$ cat src/rtl/ex_div_sequencer.sv
// Iterative restoring divider with its IDLE/CALC/DONE sequencer for RV32M DIV/DIVU/REM/REMU.
// Optional result cache: define DIV_RESULT_CACHE_EN.
module ex_div_sequencer #(
  parameter int WIDTH          = 32,
  parameter int BITS_PER_CYCLE = 1
) (
  input  logic             clk,
  input  logic             rst_n,
  input  logic             flush,
  input  logic             start,
  input  logic [1:0]       div_type,
  input  logic [WIDTH-1:0] dividend,
  input  logic [WIDTH-1:0] divisor,
  output logic             busy,
  output logic             done,
  output logic [WIDTH-1:0] result,
  output logic             stall_req
);
  localparam int N     = WIDTH / BITS_PER_CYCLE;
  localparam int CNT_W = (N > 1) ? $clog2(N) : 1;
  localparam logic [WIDTH-1:0] MIN_NEG = {1'b1, {(WIDTH-1){1'b0}}};

  typedef enum logic [1:0] {IDLE, CALC, DONE} state_e;

  state_e             state_q, state_d;
  logic [CNT_W-1:0]   cnt_q, cnt_d;
  logic [1:0]         type_q, type_d;
  logic               negq_q, negq_d;
  logic               negr_q, negr_d;
  logic [WIDTH-1:0]   dvsr_q, dvsr_d;
  logic [WIDTH-1:0]   quo_q, quo_d;
  logic [WIDTH-1:0]   rem_q, rem_d;
  logic [WIDTH-1:0]   result_q, result_d;

  logic               accept, is_signed, sa, sb, div_zero, ovf, hit;
  logic [WIDTH-1:0]   abs_a, abs_b, step_q, step_r, fix_q, fix_r, hit_res;
  logic [WIDTH:0]     tmp, diff;

  assign accept    = (state_q != CALC) & start & ~flush;
  assign is_signed = ~div_type[0];
  assign sa        = is_signed & dividend[WIDTH-1];
  assign sb        = is_signed & divisor[WIDTH-1];
  assign abs_a     = sa ? (~dividend + 1'b1) : dividend;
  assign abs_b     = sb ? (~divisor + 1'b1) : divisor;
  assign div_zero  = (divisor == '0);
  assign ovf       = is_signed & (dividend == MIN_NEG) & (divisor == '1);

  // Restoring steps: tmp is the WIDTH+1-bit partial remainder after shifting in the next dividend bit.
  always_comb begin
    step_r = rem_q;
    step_q = quo_q;
    tmp    = '0;
    diff   = '0;
    for (int i = 0; i < BITS_PER_CYCLE; i++) begin
      tmp  = {step_r, step_q[WIDTH-1]};
      diff = tmp - {1'b0, dvsr_q};
      if (tmp >= {1'b0, dvsr_q}) begin
        step_r = diff[WIDTH-1:0];
        step_q = {step_q[WIDTH-2:0], 1'b1};
      end else begin
        step_r = tmp[WIDTH-1:0];
        step_q = {step_q[WIDTH-2:0], 1'b0};
      end
    end
  end

  assign fix_q = negq_q ? (~step_q + 1'b1) : step_q;
  assign fix_r = negr_q ? (~step_r + 1'b1) : step_r;

`ifdef DIV_RESULT_CACHE_EN
  logic [WIDTH-1:0] opa_q, opb_q, ca_q, cb_q, cquo_q, crem_q;
  logic             sgn_q, cs_q, cvld_q, cache_we;

  // Only an operation that actually completes its CALC phase refreshes the cache.
  assign cache_we = (state_q == CALC) & (cnt_q == '0) & ~flush;
  assign hit      = cvld_q & (dividend == ca_q) & (divisor == cb_q) & (is_signed == cs_q);
  assign hit_res  = div_type[1] ? crem_q : cquo_q;

  always_ff @(posedge clk or negedge rst_n) begin
    if (!rst_n) begin
      opa_q  <= '0;
      opb_q  <= '0;
      sgn_q  <= 1'b0;
      ca_q   <= '0;
      cb_q   <= '0;
      cs_q   <= 1'b0;
      cquo_q <= '0;
      crem_q <= '0;
      cvld_q <= 1'b0;
    end else begin
      if (accept) begin
        opa_q <= dividend;
        opb_q <= divisor;
        sgn_q <= is_signed;
      end
      if (cache_we) begin
        ca_q   <= opa_q;
        cb_q   <= opb_q;
        cs_q   <= sgn_q;
        cquo_q <= fix_q;
        crem_q <= fix_r;
        cvld_q <= 1'b1;
      end
    end
  end
`else
  assign hit     = 1'b0;
  assign hit_res = '0;
`endif

  always_comb begin
    state_d  = state_q;
    cnt_d    = cnt_q;
    type_d   = type_q;
    negq_d   = negq_q;
    negr_d   = negr_q;
    dvsr_d   = dvsr_q;
    quo_d    = quo_q;
    rem_d    = rem_q;
    result_d = result_q;
    if (flush) begin
      state_d = IDLE;
    end else if (state_q == CALC) begin
      rem_d = step_r;
      quo_d = step_q;
      cnt_d = cnt_q - 1'b1;
      if (cnt_q == '0) begin
        state_d  = DONE;
        result_d = type_q[1] ? fix_r : fix_q;
      end
    end else begin
      state_d = IDLE;
      if (accept) begin
        type_d = div_type;
        negq_d = sa ^ sb;
        negr_d = sa;
        dvsr_d = abs_b;
        quo_d  = abs_a;
        rem_d  = '0;
        cnt_d  = CNT_W'(N - 1);
        if (div_zero) begin
          state_d  = DONE;
          result_d = div_type[1] ? dividend : '1;
        end else if (ovf) begin
          state_d  = DONE;
          result_d = div_type[1] ? '0 : dividend;
        end else if (hit) begin
          state_d  = DONE;
          result_d = hit_res;
        end else begin
          state_d = CALC;
        end
      end
    end
  end

  always_ff @(posedge clk or negedge rst_n) begin
    if (!rst_n) begin
      state_q  <= IDLE;
      cnt_q    <= '0;
      type_q   <= '0;
      negq_q   <= 1'b0;
      negr_q   <= 1'b0;
      dvsr_q   <= '0;
      quo_q    <= '0;
      rem_q    <= '0;
      result_q <= '0;
    end else begin
      state_q  <= state_d;
      cnt_q    <= cnt_d;
      type_q   <= type_d;
      negq_q   <= negq_d;
      negr_q   <= negr_d;
      dvsr_q   <= dvsr_d;
      quo_q    <= quo_d;
      rem_q    <= rem_d;
      result_q <= result_d;
    end
  end

  assign busy      = (state_q == CALC) | (state_q == DONE);
  assign done      = (state_q == DONE);
  assign result    = result_q;
  assign stall_req = ((state_q == IDLE) & start & ~flush) | (state_q == CALC);

endmodule

$ cat config.mk
export PLATFORM = sky130hd
export DESIGN_NAME = ex_div_sequencer
export DESIGN_NICKNAME = d
export VERILOG_FILES = /design/src/rtl/ex_div_sequencer.sv
export SDC_FILE = /design/constraint.sdc
export NUM_CORES = 1
export LEC_CHECK = 0
export CORE_UTILIZATION = 42
export DETAILED_ROUTE_END_ITERATION = 10
export PLACE_DENSITY = 0.71
export SYNTH_ARGS = -nofsm -noshare
export SYNTH_HDL_FRONTEND = slang
export SYNTH_SLANG_ARGS = --single-unit
$ cat constraint.sdc
create_clock -name clk -period 5.6 [get_ports clk]
set_input_delay 1.12 -clock clk [delete_from_list [all_inputs] [get_ports clk]]
set_output_delay 1.12 -clock clk [all_outputs]
set_load 0.01 [all_outputs]
==> impl_results.md, run 1 <==
* Hpwl dp at 27.15 mm
* # clock sinks at 138
* Synth Area in Adders at 0.04740
* Max-slew violation count at 0
* Row cnt at 60
* Total grt overflow at 0
* Vias per Instance at 6.044
* Sum Neg Setup Slack at 0 ps
* Core ar. at 0.02695 mm^2
* Run status: completed
* Critical path type: input pin to flip-flop
* Largest area contributor in the netlist: dfrtp_1
* CTS tree: built
* Multiplexer share of the synthesized area at 0.02305
* Pwr/cell area at 296.0 mW/mm^2
* Bufs on Longest Clock Path at 2
* Fmax at 212.3 MHz
* Routability Congestion at 0.9269
* Drc violations at 0
* Vias at 11628
* Layout area overhead at 16.85%
* Critical Path RT at 5940 ps
* CP max FO at 16
* Maximum VDD drop at 0.1751 mV
* Post-Synthesis Cells at 1511
* Worst-path cell chain: clkdlybuf4s50_1 -> inv_1 -> ha_1 -> nand2b_1 -> or4_1 -> nor3_1 -> nand4_1 -> and3_1 -> nor3_2 -> buf_4 -> nor2_1 -> a31oi_1 -> nand2_1 -> o21ai_0
* Die height at 167.5 um
* Tot GR Track Use at 0.2625
* Iter 0 DRT Violations at 1366
* Ant diodes at 0
* # nets final at 1683
* RSZ-0062 raised after global routing: no
* Synth Area in Compound Gates at 0.2746
* WL/cell at 19.10 um
* # setup viols final at 0
* Simple-Gate Fraction of Synth Area at 0.2045
* Share of cells above drive strength 1 at 0.05054
* Clock skew at 12.97 ps
* I/O Buffers at 104
* CP startpoint kind: input pin
* Syn avg cell area at 7.617 um^2
* H-tree Lvls at 4
* IO Pins at 105
* CTS Hold Bufs at 0
* Netlist Area Pre-Place at 0.01151 mm^2
* CP endpoint kind: flip-flop
* First-pass GRT wire length at 58.44 mm
* Later-pin clock latency in the skew report at 430 ps
* Initial antenna violation count at 0
* Synth cell types at 81
* Most frequent cells in the layout: nand2_1 (207), o21ai_0 (195), a21oi_1 (144)
* Min cycle time layout at 4709 ps
* Final cycle utilization of the critical path at 0.8410
* Post-synth ARST share at 1.000
* First-pass detailed-route iteration total at 5
* Data arrival time of the worst path at 5050 ps
* Total leakage power at 5.522 nW
* Initial Utilization at 0.4270
* Pwr Total at 3.980 mW
* EDFF count, synth at 0
* Cts bufs inserted at 17
* Xor and xnor area share after synthesis at 0.09970
* HP Class: flip-flop to flip-flop
* Main combinational cell family by area after synthesis: compound AO/OA/AOI/OAI gates
* Worst-path clk slew at 60 ps
* Clk root buf: clkbuf_16
* Top cell type's share of synthesized area at 0.3001
* Final Hold Vio Count at 0
* Die ar. at 0.02807 mm^2
* Ys flop type: dfrtp_1
* Setup repair bufs after CTS at 0
* Final WL at 36.75 mm
* #FFs+latches synth at 138
* Worst-Margin Slew at 1167 ps
* YS warnings at 0
* Commonest non-fill, non-tap cell in the layout: nand2_1
* Syn Nets at 1624
* CP max stage cell: nor3_1
* Vias in the first global route at 10705
* WHS at 480.6 ps
* Largest net degree at the start of global routing at 100
* Die W at 167.5 um
* Ranking of synthesized cells by area: dfrtp_1 (30%), o21ai_0 (8.5%), nand2_1 (6.8%)
* DRT antenna net count at 0
* Seq/Total Area, Yosys at 0.3001
* Util after Layout at 0.4990
* Total of cells resized after clock tree synthesis at 0
* Max cap viols at 0
* CP max stage delay at 630 ps
* Slew headroom at 0.2217
## state kept, by name, summed over array words and instances, names as in the netlist
| signal | count |
|---|---|
| type_q | 1 |
| cnt_q | 5 |
| dvsr_q | 32 |
| rem_q | 32 |
| result | 32 |
| negq_q | 1 |
| state_q | 2 |
| negr_q | 1 |
| quo_q | 32 |
## cell type report
class	instances	area (um^2)
fillers	2626	13500
well taps	341	426.7
clock inverters	13	190.2
multi-input cells	1223	7491
inverters	65	244.0
flip-flops and latches	138	3453
repair buffers	125	1200
clock buffers	19	442.9
## per-stage QoR
stage / area (um^2) / cells / worst slack (ps)
4_1_cts: 13450 / 1924 / 949.9
6_report: 13450 / 1924 / 890.5
2_1_floorplan: 11510 / 1511 / 1345
5_1_grt: 13450 / 1924 / 663.4
3_3_place_gp: 12810 / 1892 / 639.4
3_5_place_dp: 12810 / 1892 / 553.1
## cells in the mapped netlist (9+ instances only)
library cell,number
nand2_1,207
o21ai_0,196
a21oi_1,144
dfrtp_1,138
nor2_1,124
xor2_1,69
clkbuf_1,65
inv_1,63
xnor2_1,62
ha_1,42
o31ai_1,34
nor3_1,27
or3_1,24
mux2i_1,22
nor4_1,22
nand4_1,21
nand3_1,16
o211ai_1,16
o41ai_1,15
or4_1,14
a31oi_1,13
nand2b_1,13
a22o_1,12
and3_1,10
buf_2,9
## critical path: cells and delay by family
family                     cells  cell delay (ps)
AOI/OAI and AO/OA              2              360
adders and majority gates      1              180
buffers and inverters          3              930
and+or+nand+nor                8             2470
## cells by family (layout without fill, tap and decap cells)
kind of cell,count (synthesis),after routing
muxes,26,26
and+or+nand+nor,508,508
xor gates and xnor gates,131,131
buffers and inverters,150,222
adders and majority gates,43,43
DFF,138,138
AOI/OAI and AO/OA,515,515
## metal layers
layer  part of all wire  global-route usage
met5                  0                   0
met4              0.029             0.09095
met3              0.066             0.04562
met2               0.46              0.4212
met1               0.45              0.3551
## power by group
group          leakage [nW]  switching, mW  internal (mW)
Combinational          3.46          0.810          0.577
Clock                 0.308          0.482          0.763
Sequential             1.76          0.178           1.17
Total                  5.52           1.47           2.51
## final timing paths
| check | from | end | slack, ps | cells past startpoint |
|---|---|---|---|---|
| worst max-delay path | dividend[0] | result[30]$_DFFE_PN0P_ | 890 | 14 |
| worst min-delay path | dvsr_q[10]$_DFFE_PN0P_ | dvsr_q[10]$_DFFE_PN0P_ | 480 | 2 |
| worst max register to register | rem_q[13]$_DFFE_PN0P_ | result[31]$_DFFE_PN0P_ | 1010 | 12 |
| worst min register to register | dvsr_q[10]$_DFFE_PN0P_ | dvsr_q[10]$_DFFE_PN0P_ | 480 | 2 |
| max in group asynchronous | rst_n | dvsr_q[22]$_DFFE_PN0P_ | 3900 | 2 |
| min in group asynchronous | rst_n | quo_q[6]$_DFFE_PN0P_ | 610 | 1 |
No activity file was read; power rests on OpenSTA's default activity.
==> run 2, diff against run 1 <==
==> constraint.sdc (replaced) <==
create_clock -name clk -period 4.4 [get_ports clk]
set_input_delay 0.88 -clock clk [delete_from_list [all_inputs] [get_ports clk]]
set_output_delay 0.88 -clock clk [all_outputs]
set_load 0.01 [all_outputs]
==> run 2 against run 1 <==
Against the previous run:
- critical path depth is 1 higher
- first-iteration DRC count shrank 15%
- setup slack got worse by 800 ps
- flip-flop and latch count stayed put
- sequential power increased by 28%
- core utilization grew 1.6 points
- critical endpoint is now result[31]$_DFFE_PN0P_
==> impl_results.md, run 2 (synthesis gave the netlist of run 1 again) <==
* Total leakage power at 5.757 nW (+4.3%)
* Die W at 167.5 um (unchanged)
* Tot GR Track Use at 0.2637 (+0.001219)
* CP endpoint kind: flip-flop
* Most frequent cells in the layout: nand2_1 (205), o21ai_0 (193), a21oi_1 (142)
* Routability Congestion at 0.9498 (+2.5%)
* Initial antenna violation count at 0 (unchanged)
* Vias per Instance at 6.009 (-0.58%)
* DRT antenna net count at 0 (unchanged)
* Final Hold Vio Count at 0 (unchanged)
* Util after Layout at 0.5153 (+0.01630)
* Maximum VDD drop at 0.2493 mV (+42%)
* R2R setup slack at 90 ps (-920 ps)
* Core ar. at 0.02695 mm^2 (unchanged)
* First-pass GRT wire length at 58.82 mm (+0.64%)
* Placed cell area at 0.01319 mm^2 (+2.9%)
* Critical path type: flip-flop to flip-flop
* Vias in the first global route at 10974 (+2.5%)
* Critical Path RT at 4700 ps (-1240 ps)
* # nets final at 1730 (+2.8%)
* Clk root buf: clkbuf_16
* Die ar. at 0.02807 mm^2 (unchanged)
* Initial Utilization at 0.4270 (unchanged)
* CP startpoint kind: flip-flop
* I/O Buffers at 104 (unchanged)
* CTS Hold Bufs at 0 (unchanged)
* Area of the multi-input gates at 0.007569 mm^2 (+1.0%)
* Total grt overflow at 0 (unchanged)
* Max cap viols at 0 (unchanged)
* Setup WS pre-CTS at 84.65 ps (-468.4 ps)
* Final cycle utilization of the critical path at 0.9786
* Row cnt at 60 (unchanged)
* Fill count at 2516 (-4.2%)
* Vias at 11843 (+1.8%)
* HP Class: flip-flop to flip-flop
* Largest net degree at the start of global routing at 113 (+13%)
* Ant diodes at 0 (unchanged)
* IO Pins at 105 (unchanged)
* Fin worst setup slack at 94.32 ps (-796.2 ps)
* # setup viols final at 0 (unchanged)
* H-tree Lvls at 4 (unchanged)
* Sum Neg Setup Slack at 0 ps (unchanged)
* Storage element area at 0.003453 mm^2 (unchanged)
* Layout area overhead at 20.67%
* Clock skew at 13.79 ps (+0.8249 ps)
* Commonest non-fill, non-tap cell in the layout: nand2_1
* Pwr Total at 5.104 mW (+28%)
* Dpl cells at 1938 (+2.4%)
* Pwr/cell area at 367.5 mW/mm^2 (+24%)
* Worst-Margin Slew at 1224 ps (+56.60 ps)
* Hpwl dp at 27.88 mm (+2.7%)
* Min cycle time layout at 4306 ps
* WHS at 481.3 ps (+0.7040 ps)
* Run status: completed
* Max-slew violation count at 0 (unchanged)
* Die height at 167.5 um (unchanged)
* Drc violations at 0 (unchanged)
* Design Area, Final at 0.01389 mm^2 (+3.3%)
* WL/cell at 18.86 um (-1.3%)
* Worst-path clk slew at 70 ps (about the same)
* Fmax at 232.3 MHz
* CP max FO at 7 (-9)
* CTS tree: built
* First-pass detailed-route iteration total at 6 (+1)
* Share of cells above drive strength 1 at 0.08834 (+0.03781)
* Later-pin clock latency in the skew report at 440 ps (about the same)
* Final WL at 37.18 mm (+1.2%)
* Bufs on Longest Clock Path at 2 (unchanged)
* Slew headroom at 0.1839 (-0.03773)
* Final non-filler cell total at 1971 (+2.4%)
* Iter 0 DRT Violations at 1158 (-15%)
* RSZ-0062 raised after global routing: yes
* # clock sinks at 138 (unchanged)
* Cts bufs inserted at 17 (unchanged)
* Data arrival time of the worst path at 4610 ps (-440 ps)
## run 2: worst max-delay path, stage by stage (launching register included)
cell and delay (ps):
dfrtp_1 400, inv_1 90, ha_2 170, inv_1 50, fa_2 350, a21o_1 220, o2111a_2 310, o211ai_1 220
nand2_1 90, xor2_1 190, or4_1 530, a2111o_1 540, or2_4 290, o41a_1 340, nor4_1 310, a211oi_2 90
## run 2: final timing paths
check / start / end / depth (start not counted)
min reg2reg: result[10]$_DFFE_PN0P_ / result[10]$_DFFE_PN0P_ / 2
min: result[10]$_DFFE_PN0P_ / result[10]$_DFFE_PN0P_ / 2
max in group asynchronous: rst_n / negq_q$_DFFE_PN0P_ / 2
min in group asynchronous: rst_n / quo_q[7]$_DFFE_PN0P_ / 1
max: quo_q[31]$_DFFE_PN0P_ / result[31]$_DFFE_PN0P_ / 15
max reg2reg: quo_q[31]$_DFFE_PN0P_ / result[31]$_DFFE_PN0P_ / 15
## run 2: where the power goes
part	internal, mW	switching [mW]
clock	0.908	0.638
combinational	0.785	1.04
sequential	1.49	0.243
## run 2: final cells by class
type | instances | area share
Multi-Input combinational cell | 1223 | 0.5450
Sequential cell | 138 | 0.2487
Timing Repair Buffer | 172 | 0.1136
Clock buffer | 18 | 0.03090
Tap cell | 341 | 0.03072
Inverter | 65 | 0.01757
Clock inverter | 14 | 0.01351
## run 2: repair_timing
action                     in CTS  in global routing
gates resized for setup         0                 19
buffers inserted                0                  1
setup endpoints to repair       0                 11
## run 2: layer usage
metal	vias up	routed length [um]	track usage
li1	5659	-	-
met1	5683	16380	0.3549
met2	432	17290	0.4245
met3	69	2326	0.04231
met4	0	1185	0.09972
met5	-	0	0
